File: src/rtl/rom_arbiter.sv
// Round-robin arbiter sharing one negedge-registered instruction ROM read port
// between fetch (port 0) and constant-load (port 1); optional address check via ROM_ARB_CHECK_EN.
module rom_arbiter #(
    parameter int DEPTH      = 1024,
    parameter int FIRST_PRIO = 0
) (
    input  logic        clk,
    input  logic        rst,
    input  logic        p0_req,
    input  logic [31:0] p0_addr,
    output logic [31:0] p0_rdata,
    output logic        p0_rvalid,
    output logic        p0_err,
    input  logic        p1_req,
    input  logic [31:0] p1_addr,
    output logic [31:0] p1_rdata,
    output logic        p1_rvalid,
    output logic        p1_err,
    output logic [31:0] rom_addr,
    input  logic [31:0] rom_rd,
    output logic        busy
);

    typedef enum logic {IDLE, BUSY} state_t;

    state_t      state, state_nx;
    logic        owner, owner_nx;
    logic        rr, rr_nx;
    logic        bad, bad_nx;
    logic [31:0] rom_addr_nx;
    logic [31:0] p0_rdata_nx, p1_rdata_nx;
    logic        p0_rvalid_nx, p1_rvalid_nx;
    logic        p0_err_nx, p1_err_nx;
    logic        winner;
    logic [31:0] win_addr;
    logic        win_bad;

    // A lone requester wins outright; a tie goes to the port the pointer names.
    assign winner   = (p0_req && p1_req) ? rr : p1_req;
    assign win_addr = winner ? p1_addr : p0_addr;

`ifdef ROM_ARB_CHECK_EN
    assign win_bad = (win_addr[1:0] != 2'b00) || ({2'b00, win_addr[31:2]} >= 32'(DEPTH));
`else
    assign win_bad = 1'b0;
`endif

    always_comb begin
        // NOTE: every signal gets a default first so no path through the case infers a latch.
        state_nx     = state;
        owner_nx     = owner;
        rr_nx        = rr;
        bad_nx       = bad;
        rom_addr_nx  = rom_addr;
        p0_rdata_nx  = p0_rdata;
        p1_rdata_nx  = p1_rdata;
        p0_err_nx    = p0_err;
        p1_err_nx    = p1_err;
        p0_rvalid_nx = 1'b0;
        p1_rvalid_nx = 1'b0;

        case (state)
            IDLE: begin
                if (p0_req || p1_req) begin
                    state_nx = BUSY;
                    owner_nx = winner;
                    rr_nx    = ~winner;
                    bad_nx   = win_bad;
                    if (!win_bad) rom_addr_nx = win_addr;
                end
            end
            BUSY: begin
                // ROM sampled rom_addr on the negedge in between; its word is valid now.
                state_nx = IDLE;
                if (owner) begin
                    p1_rdata_nx  = bad ? 32'h0 : rom_rd;
                    p1_err_nx    = bad;
                    p1_rvalid_nx = 1'b1;
                end else begin
                    p0_rdata_nx  = bad ? 32'h0 : rom_rd;
                    p0_err_nx    = bad;
                    p0_rvalid_nx = 1'b1;
                end
            end
            default: state_nx = IDLE;
        endcase
    end

    always_ff @(posedge clk or posedge rst) begin
        if (rst) begin
            state     <= IDLE;
            owner     <= 1'b0;
            rr        <= 1'(FIRST_PRIO);
            bad       <= 1'b0;
            rom_addr  <= 32'h0;
            p0_rdata  <= 32'h0;
            p1_rdata  <= 32'h0;
            p0_rvalid <= 1'b0;
            p1_rvalid <= 1'b0;
            p0_err    <= 1'b0;
            p1_err    <= 1'b0;
            busy      <= 1'b0;
        end else begin
            // NOTE: non-blocking assignments so every register sees pre-edge values.
            state     <= state_nx;
            owner     <= owner_nx;
            rr        <= rr_nx;
            bad       <= bad_nx;
            rom_addr  <= rom_addr_nx;
            p0_rdata  <= p0_rdata_nx;
            p1_rdata  <= p1_rdata_nx;
            p0_rvalid <= p0_rvalid_nx;
            p1_rvalid <= p1_rvalid_nx;
            p0_err    <= p0_err_nx;
            p1_err    <= p1_err_nx;
            busy      <= (state_nx == BUSY);
        end
    end

endmodule

File: config.mk
export PLATFORM = sky130hd
export DESIGN_NAME = rom_arbiter
export DESIGN_NICKNAME = d
export VERILOG_FILES = /design/src/rtl/rom_arbiter.sv
export SDC_FILE = /design/constraint.sdc
export NUM_CORES = 1
export LEC_CHECK = 0
export ABC_CLOCK_PERIOD_IN_PS = 4050
export CORE_AREA = 3 3 107 109
export CTS_CLUSTER_DIAMETER = 100
export CTS_CLUSTER_SIZE = 12
export DETAILED_ROUTE_END_ITERATION = 16
export DIE_AREA = 0 0 110 112
export HOLD_SLACK_MARGIN = 0.12
export PLACE_DENSITY = 0.83
export SETUP_SLACK_MARGIN = 0.15
export SLEW_MARGIN = 20
export SYNTH_ARGS = -nofsm -noshare
export SYNTH_HDL_FRONTEND = slang
export SYNTH_SLANG_ARGS = --single-unit
File: constraint.sdc
create_clock -name clk -period 4.05 [get_ports clk]
set_clock_uncertainty 0.1 [all_clocks]
set_input_delay 0.81 -clock clk [delete_from_list [all_inputs] [get_ports clk]]
set_output_delay 0.81 -clock clk [all_outputs]
set_load 0.03 [all_outputs]
=== After elaboration in Yosys (flattened, before gate mapping) ===
Cells that the tools add are included.

* Register bits after elaboration: 101
* Input bits: 100
* Output and inout bits: 101
* Logic and storage cells: 24

* Muxes and demuxes: 8
* Bitwise operators: 3
* Reduce and logical (&&, ||, !) cells: 5

{| class="wikitable"
|+ Operator list
! cell !! count
|-
| 2-to-1 mux 32 bit || 1
|-
| 2-to-1 mux 1 bit || 6
|-
| AND reduction 2 bit || 3
|-
| NOT 1 bit || 3
|-
| case mux 1 bit (2 select lines) || 1
|-
| logical AND 1 bit || 1
|-
| logical OR 1 bit || 1
|}

=== Depth between registers and ports, before layout ===
Gate-level depths: netlist (run 1).

* Word-level depth: 3
* Gate-level depth with buffers: 6
* Depth with buffers taken out: 4

=== Worst setup path after synthesis (run 1) ===
No wires, ideal clock.

* Path kind: input -> register
* Start point: input p1_req
* End point: register rom_addr[10]
* Library setup time: 126 ps
* Arrival: 1518 ps
* Required time: 3824 ps
* Setup slack: 2306 ps
* Stages on the path: 6
* Buffers on the path: 2
* Cells stage by stage: buf_2 -> o21bai_4 -> inv_2 -> buf_2 -> nor2_1 -> a21oi_1

* Word-level cells in the longest chain between the ends: 3
* Elaborated cells between the ends (all ways): 5
* Classes of those cells: 2 x mux; 3 x reduce/logical

{| class="wikitable"
|+ RTL lines
! element !! line !! text
|-
| start, declared || 14 || <nowiki>input logic p1_req,</nowiki>
|-
| logical AND 1 bit || 39 || <nowiki>assign winner = (p0_req && p1_req) ? rr : p1_req;</nowiki>
|-
| 2-to-1 mux 1 bit || 39 ||
|-
| 2-to-1 mux 32 bit || 40 || <nowiki>assign win_addr = winner ? p1_addr : p0_addr;</nowiki>
|-
| end signal, assigned || 109 || <nowiki>rom_addr <= rom_addr_nx;</nowiki>
|-
| end, declared || 19 || <nowiki>output logic [31:0] rom_addr,</nowiki>
|}

Parallel ways exist; a longest one is shown, timed or not.
A chain may end at the register's enable or synchronous reset.

=== Worst setup path in the final report (run 1) ===
* Start point: input p1_req
* End point: register rom_addr[28]

The elaborated chain is that of the path after synthesis.

==> results of run 1 <==
[cell type report]
cell class / count / area (um^2) / share of cell area [%]
flip-flops and latches: 101 / 2530 / 38.9
repair buffers: 203 / 2020 / 31.1
well taps: 140 / 175 / 2.69
inverters: 6 / 25.0 / 0.385
clock buffers: 10 / 138 / 2.12
clock inverters: 6 / 68.8 / 1.06
multi-input cells: 203 / 1550 / 23.8
[kinds of logic after synthesis]
kind of cell	synth area share [%]
AOI/OAI and AO/OA	13.0
buffers and inverters	5.57
DFF	58.7
muxes	19.3
other	0.0870
and+or+nand+nor	3.48
[metrics by stage]
stage	cell area, um^2	worst slack [ns]	hold WS, ns	cells
2_1_floorplan	4310	0.493	0.356	338
6_report	6500	1.51	0.403	669
4_1_cts	6500	1.50	0.414	669
3_5_place_dp	6290	1.17	0.383	653
3_3_place_gp	6290	1.30	0.372	653
5_1_grt	6500	1.37	0.423	669
[Yosys cell counts (2+ instances only)]
master | n | area share (%)
dfrtp_1 | 101 | 59
mux2_2 | 35 | 9.1
a21oi_1 | 33 | 3.8
a31oi_1 | 33 | 4.8
nor2_1 | 32 | 2.8
o21ai_0 | 32 | 3.7
mux2_4 | 29 | 10
buf_2 | 11 | 1.3
buf_4 | 5 | 0.87
buf_6 | 4 | 1.0
clkbuf_1 | 4 | 0.35
inv_1 | 4 | 0.35
buf_12 | 3 | 1.4
inv_2 | 2 | 0.17
nand2b_1 | 2 | 0.29
[where the power goes]
group,total (mW),internal [mW],switching (mW)
Clock,0.654,0.307,0.347
Combinational,2.10,0.975,1.12
Sequential,1.53,1.34,0.189
Total,4.28,2.62,1.66
[worst max-delay path: cells and delay by family]
| kind | cells | cell delay [ns] |
|---|---|---|
| simple gates | 1 | 0.21 |
| buf+inv | 2 | 1.07 |
| compound gates | 2 | 0.57 |
[layer usage]
metal  vias up  routed length [um]  track usage (%)
li1       1558                   -                -
met1      1646                4800             24.9
met2       175                5610             31.6
met3        16                1040             5.28
met4         0                 188             6.40
met5         -                   0                0
[flip-flops by register name, indices dropped and copies added (netlist names)]
signal	cells
p0_rdata	32
p1_rdata	32
rom_addr	32
owner	1
p0_rvalid	1
p1_rvalid	1
rr	1
state	1
[worst max path at each step]
stage	startpoint	end	slack (ns)	cells after the start
5_1_grt	p1_req	rom_addr[31]	1.37	5
2_1_floorplan	rst	owner	0.49	1
4_1_cts	state	busy	1.50	1
6_report	p1_req	rom_addr[28]	1.51	5
3_5_place_dp	p1_req	rom_addr[31]	1.17	5
3_3_place_gp	p1_req	rom_addr[21]	1.30	5
==> run metrics, run 1 <==
FP Rows 38; largest net degree at the start of global routing 49; fin nets 624; synth warn 0; Critical Path, Cell by Cell clkdlybuf4s50_1, o21bai_4, inv_2, nor2_1, a21oi_1; outcome finished clean; sequential element share of the synthesized area 58.7%; Slew @ Worst Pin 0.916 ns; Finished Core Util 60.8%; Max Fclk 0.394 GHz; GPL Wtd Cong 0.821; CTS buffer count 9; Detail Placement HPWL 8.47 mm; Post-CTS Resized 0; Worst Hold Depth 1; GRT Residual Overflow 0; Max stage delay on crit path 0.74 ns; power per cell area 658 nW/um^2; R2R depth 3; worst hold start rr; Final ANT Viol Nets 0; Clock transition at path regs 0.09 ns; vias per std cell 5.07; Fill cells 848; initial core utilization 40.3%; antenna diode count 0; Endpoint, Worst Hold rr; unrepaired setup endpoints after global routing no; Slew headroom 38.9%; worst min-delay path class reg -> reg; RR Startpoint state; Vias 3395; Cell Area, Synth 4310 um^2; r2r endpoint p0_rdata[29]; Post-Syn Instances 337; Post-CTS Repair Setup Buffers 0; Max Cap Viol 0; Crit-path slowest cell clkdlybuf4s50_1; Post-synth EDFFs 0; final slew viol count 0; die width 110 um; critical path class in -> reg; CTS Root Cell clkbuf_8; number of I/O port buffers 198; first-pass GRT wire length 18.7 mm; Post-synth ARST share 100%; total negative setup slack 0 ns; Final Hold Fails 0; drt drc 0; clk sinks 101; antenna violations before repair 0; Worst Setup Start Kind primary input; commonest non-fill, non-tap cells in the layout 198 x clkdlybuf4s50_1, 101 x dfrtp_1, 35 x mux2_2; layout cells sized above 1 17.4%; synthesis-to-finish area growth 50.9%; I/O pin cnt 201; Max clock buf depth 2; Required @ worst endpoint 4.19 ns; vias in the first global route 3564; peak supply drop 0.351 mV; final setup fails 0; crit end category flip-flop; Synth cell types 22; 1st-iter DRT viols 188; commonest non-fill, non-tap cell in the layout clkdlybuf4s50_1; Pre-antenna DRT Iters 4; die height 112 um; min cycle time layout 2.54 ns; final WL 11.6 mm; r2r setup slk 2.14 ns; period utilisation layout 62.6%; H-tree Lvls 3; Lkg Pwr 2.73 nW; total track usage 19.4%; Main synth FF type dfrtp_1; Core ar. 10700 um^2; die area 12300 um^2; hold bufs inserted after CTS 0; Post-Syn Area per Cell 12.8 um^2; Synth Register Bits 101; wire per inst 17.4 um; worst-skew pair later-pin latency 0.36 ns; Tot Pwr 4.28 mW; WP data arrival 2.68 ns; CTS tree yes; largest fanout on the critical path 33
Power figures use the tool's default switching activity.
==> inputs of run 2 (changes only) <==
ABC_CLOCK_PERIOD_IN_PS = 2600   (was 4050)
clock period = 2.6 ns   (was 4.05 ns; I/O delays follow)
==> run metrics, run 2 (synthesized netlist as in run 1, its figures left out) <==
outcome finished clean; r2r endpoint p1_rdata[25]; 1st-iter DRT viols 171 (-9.0%); Max Fclk 0.452 GHz; Required @ worst endpoint 1.98 ns (-2.21 ns); Psw 2.61 mW (+57%); worst min-delay path class in -> async; worst-skew pair later-pin latency 0.35 ns (about the same); total negative setup slack 0 ns (unchanged); wire per inst 17.8 um (+2.2%); commonest non-fill, non-tap cells in the layout 198 x clkdlybuf4s50_1, 101 x dfrtp_1, 35 x mux2_2; switching share of power 38.8% (+0.063 points); CTS tree yes; CTS buffer count 9 (unchanged); commonest non-fill, non-tap cell in the layout clkdlybuf4s50_1; Final ANT Viol Nets 0 (unchanged); Highest Signal Layer met4; die area 12300 um^2 (unchanged); Tot Pwr 6.73 mW (+57%); Worst Setup Start Kind flip-flop; Final Worst Setup Slack 0.386 ns (-1.13 ns); Final Hold Fails 0 (unchanged); GPL Wtd Cong 0.796 (-3.0%); power per cell area 1020 nW/um^2 (+55%); antenna diode count 0 (unchanged); crit end category output pin; CTS Root Cell clkbuf_8; drt drc 0 (unchanged); Clock transition at path regs 0.10 ns (about the same); Fill cells 812 (-4.2%); H-tree Lvls 3 (unchanged); top cell family by delay on the critical path buffers and inverters; period utilisation layout 85.2%; Post-CTS Repair Setup Buffers 0 (unchanged); layout cells sized above 1 17.7% (+0.28 points); registers with the most flip-flops p0_rdata (32), p1_rdata (32), rom_addr (32); largest net degree at the start of global routing 49 (unchanged); I/O pin cnt 201 (unchanged); die height 112 um (unchanged); antenna violations before repair 0 (unchanged); Detail Placement HPWL 8.81 mm (+4.0%); Final Instance Count excl. Fillers 672 (+0.45%); vias per std cell 5.24 (+3.2%); FP Rows 38 (unchanged); die width 110 um (unchanged); min cycle time layout 2.21 ns; placed insts 656 (+0.46%); Lkg Pwr 2.76 nW (+1.3%); Comb power frac 48.9% (about the same); Core ar. 10700 um^2 (unchanged); worst slack, placed 0.257 ns (-0.916 ns); CP bufs+invs 1 (-1); final slew viol count 0 (unchanged); Max stage delay on crit path 0.73 ns (about the same); peak supply drop 0.533 mV (+52%); area of the multi-input gates 1550 um^2 (-0.16%); Post-CTS Resized 0 (unchanged); metal3 WL 997 um (-3.7%); Pre-antenna DRT Iters 4 (unchanged); R2R depth 3 (unchanged); Routed met1 length 5.06 mm (+5.5%); first-pass GRT wire length 18.7 mm (+0.19%); r2r setup slk 0.90 ns (-1.24 ns); fin nets 627 (+0.48%); vias in the first global route 3633 (+1.9%); RR Startpoint state; Crit-path slowest cell clkdlybuf4s50_1; unrepaired setup endpoints after global routing no; met2 WL 5.76 mm (+2.8%); Vias 3518 (+3.6%); Slew @ Worst Pin 0.575 ns (-0.341 ns); synthesis-to-finish area growth 52.8%; Max Cap Viol 0 (unchanged); Slew headroom 61.6% (+23 points); total track usage 19.3% (-0.13 points); Sequential Power Share 35.5% (-0.3 points); register area 2530 um^2 (unchanged); clk sinks 101 (unchanged); WHS 0.398 ns (-0.00529 ns); hold bufs inserted after CTS 0 (unchanged); power share of the clock group 15.6% (+0.3 points); critical path class reg -> out; largest fanout on the critical path 6 (-82%); final WL 11.9 mm (+2.7%); final setup fails 0 (unchanged); Internal 4.12 mW (+57%); WP data arrival 1.59 ns (-1.09 ns); number of I/O port buffers 198 (unchanged); GRT Residual Overflow 0 (unchanged); Critical Path, Cell by Cell clkdlybuf4s50_1; initial core utilization 40.3% (unchanged); Max clock buf depth 2 (unchanged)
-- run 2: changes by cell type in the layout (fill, tap and decap cells not counted), sizes merged --
cell,change
buf,+3
-- run 2: through the flow --
stage | utilization [%] | area [um^2]
floorplan | - | 4320
global placement | 59.5 | 6370
detailed placement | 59.5 | 6370
CTS | 61.5 | 6580
global route | 61.5 | 6580
finish | 61.5 | 6580
-- run 2: layout make-up --
cell class	instances	share of cell area, %
flip-flops and latches	101	38.4
repair buffers	206	31.8
multi-input cells	203	23.5
well taps	140	2.66
clock buffers	10	2.09
clock inverters	6	1.16
inverters	6	0.399
-- run 2: how the worst max path moves through the flow --
stage                         endpoint    from  slack (ns)  depth (start not counted)
final                             busy   state        0.39                          1
after global routing              busy   state        0.30                          1
after CTS                         busy   state        0.36                          1
after detailed placement  rom_addr[17]  p1_req        0.26                          5
after global placement    rom_addr[17]  p1_req        0.38                          5
after floorplan                  owner     rst        0.78                          1
-- run 2: power groups by stage --
stage / logic, mW / registers [mW] / clock network [mW]
2_1_floorplan: 0.870 / 3.42 / 0
3_3_place_gp: 3.24 / 2.39 / 0
3_5_place_dp: 3.31 / 2.42 / 0
4_1_cts: 3.32 / 2.39 / 1.08
5_1_grt: 3.45 / 2.45 / 1.15
6_report: 3.29 / 2.39 / 1.05
-- run 2: routing by layer --
layer  up-vias  global-route usage, %
li1       1578                      -
met2       194                   31.0
met3        13                   5.10
met4         0                   5.24
met1      1733                   25.7
met5         -                      0
==> inputs of run 3 (changes only) <==
CORE_AREA = 5 5 109 111   (was 3 3 107 109)
DIE_AREA = 0 0 114 116   (was 0 0 110 112)
TNS_END_PERCENT = 50   (was default)
==> run metrics, run 3 (synthesized netlist as in run 1, its figures left out) <==
antenna diode count 0 (unchanged); Max Cap Viol 0 (unchanged); r2r endpoint p0_rdata[6]; final slew viol count 0 (unchanged); registers with the most flip-flops p0_rdata (32), p1_rdata (32), rom_addr (32); drt drc 0 (unchanged); initial core utilization 40.3% (unchanged); GRT Residual Overflow 0 (unchanged); hold bufs inserted after CTS 0 (unchanged); Critical Path, Cell by Cell clkdlybuf4s50_1; Slew @ Worst Pin 0.561 ns (-0.0141 ns); Max Fclk 0.446 GHz (-1.2%); antenna violations before repair 0 (unchanged); largest fanout on the critical path 6 (unchanged); final WL 12.2 mm (+2.3%); Clock transition at path regs 0.10 ns (about the same); first-pass GRT wire length 19.5 mm (+4.1%); crit end category output pin; die area 13200 um^2 (+7.3%); period utilisation layout 86.2% (+0.99 points); final setup fails 0 (unchanged); Final ANT Viol Nets 0 (unchanged); unrepaired setup endpoints after global routing no; Vias 3468 (-1.4%); Post-CTS Resized 0 (unchanged); Max stage delay on crit path 0.75 ns (+0.02 ns); H-tree Lvls 3 (unchanged); GPL Wtd Cong 0.875 (+9.9%); post-route cell area 6570 um^2 (-0.17%); WP data arrival 1.62 ns (+0.03 ns); die width 114 um (+3.6%); largest net degree at the start of global routing 102 (+110%); commonest non-fill, non-tap cell in the layout clkdlybuf4s50_1; Crit-path slowest cell clkdlybuf4s50_1; WHS 0.413 ns (+0.0154 ns); Slew headroom 62.6% (+0.94 points); 1st-iter DRT viols 191 (+12%); Endpoint, Worst Hold p1_rdata[14]; CTS Root Cell clkbuf_8; worst-skew pair later-pin latency 0.34 ns (about the same); fin nets 630 (+0.48%); worst min-delay path class reg -> reg; total negative setup slack 0 ns (unchanged); top cell family by delay on the critical path buffers and inverters; I/O pin cnt 201 (unchanged); Area after DPL 6350 um^2 (-0.24%); outcome finished clean; number of I/O port buffers 198 (unchanged); Detail Placement HPWL 9.25 mm (+5.0%); Lkg Pwr 2.76 nW (-0.12%); Core ar. 10700 um^2 (unchanged); CTS tree yes; die height 116 um (+3.6%); Max clock buf depth 2 (unchanged); vias per std cell 5.14 (-1.9%); Required @ worst endpoint 1.98 ns (about the same); Worst Hold Depth 1; FP Rows 38 (unchanged); commonest non-fill, non-tap cells in the layout 198 x clkdlybuf4s50_1, 101 x dfrtp_1, 35 x mux2_2; min cycle time layout 2.24 ns (+0.0258 ns); worst hold start p1_rdata[14]; CP bufs+invs 1 (unchanged); vias in the first global route 3745 (+3.1%); clk sinks 101 (unchanged); Tot Pwr 6.75 mW (+0.31%); RR Startpoint state; r2r setup slk 0.73 ns (-0.17 ns); layout cells sized above 1 18.1% (+0.46 points); Post-CTS Repair Setup Buffers 0 (unchanged); total track usage 18.4% (-0.91 points); CTS buffer count 9 (unchanged); synthesis-to-finish area growth 52.5%; peak supply drop 0.542 mV (+1.8%); power per cell area 1030 nW/um^2 (+0.48%); Final Hold Fails 0 (unchanged); critical path class reg -> out; Worst Setup Start Kind flip-flop; Pre-antenna DRT Iters 5 (+1); wire per inst 18.1 um (+1.9%); R2R depth 3 (unchanged)
[run 3: changes by cell type in the layout (fill, tap and decap cells not counted)]
cell        delta
buf_4          +6
buf_12         -3
clkbuf_8       +1
inv_6          -1
clkinv_4       -1
clkinvlp_4     +1
[run 3: how the worst max path moves through the flow]
| stage | startpoint | end | slack (ns) | cells after the start |
|---|---|---|---|---|
| detailed placement | p1_req | rom_addr[9] | 0.45 | 5 |
| finish | state | busy | 0.36 | 1 |
| CTS | state | busy | 0.33 | 1 |
| floorplan | rst | owner | 0.78 | 1 |
| global route | state | busy | 0.31 | 1 |
| global placement | p1_req | rom_addr[6] | 0.57 | 5 |
[run 3: cell type report]
cell class              count  area [um^2]
flip-flops and latches    101         2530
inverters                   6         26.3
well taps                 140          175
multi-input cells         203         1550
repair buffers            209         2080
fillers                   835         4130
clock buffers              11          151
clock inverters             5         66.3
[run 3: per-layer routing]
layer	global-route usage, %	vias to the layer above	part of all wire (%)
met5	0	-	0
met4	5.78	0	1.6
met3	6.16	17	10
met2	30.5	200	48
met1	22.8	1676	40
li1	-	1575	-
[run 3: power by group]
part / switching [mW] / total [mW] / internal [mW]
clock: 0.547 / 1.06 / 0.510
combinational: 1.75 / 3.29 / 1.54
sequential: 0.312 / 2.40 / 2.09
[run 3: through the flow]
stage,setup slack (ns),instances,utilization (%)
floorplan,0.776,338,-
global route,0.308,675,61.4
global placement,0.570,659,59.4
CTS,0.327,675,61.4
detailed placement,0.451,659,59.4
finish,0.360,675,61.4
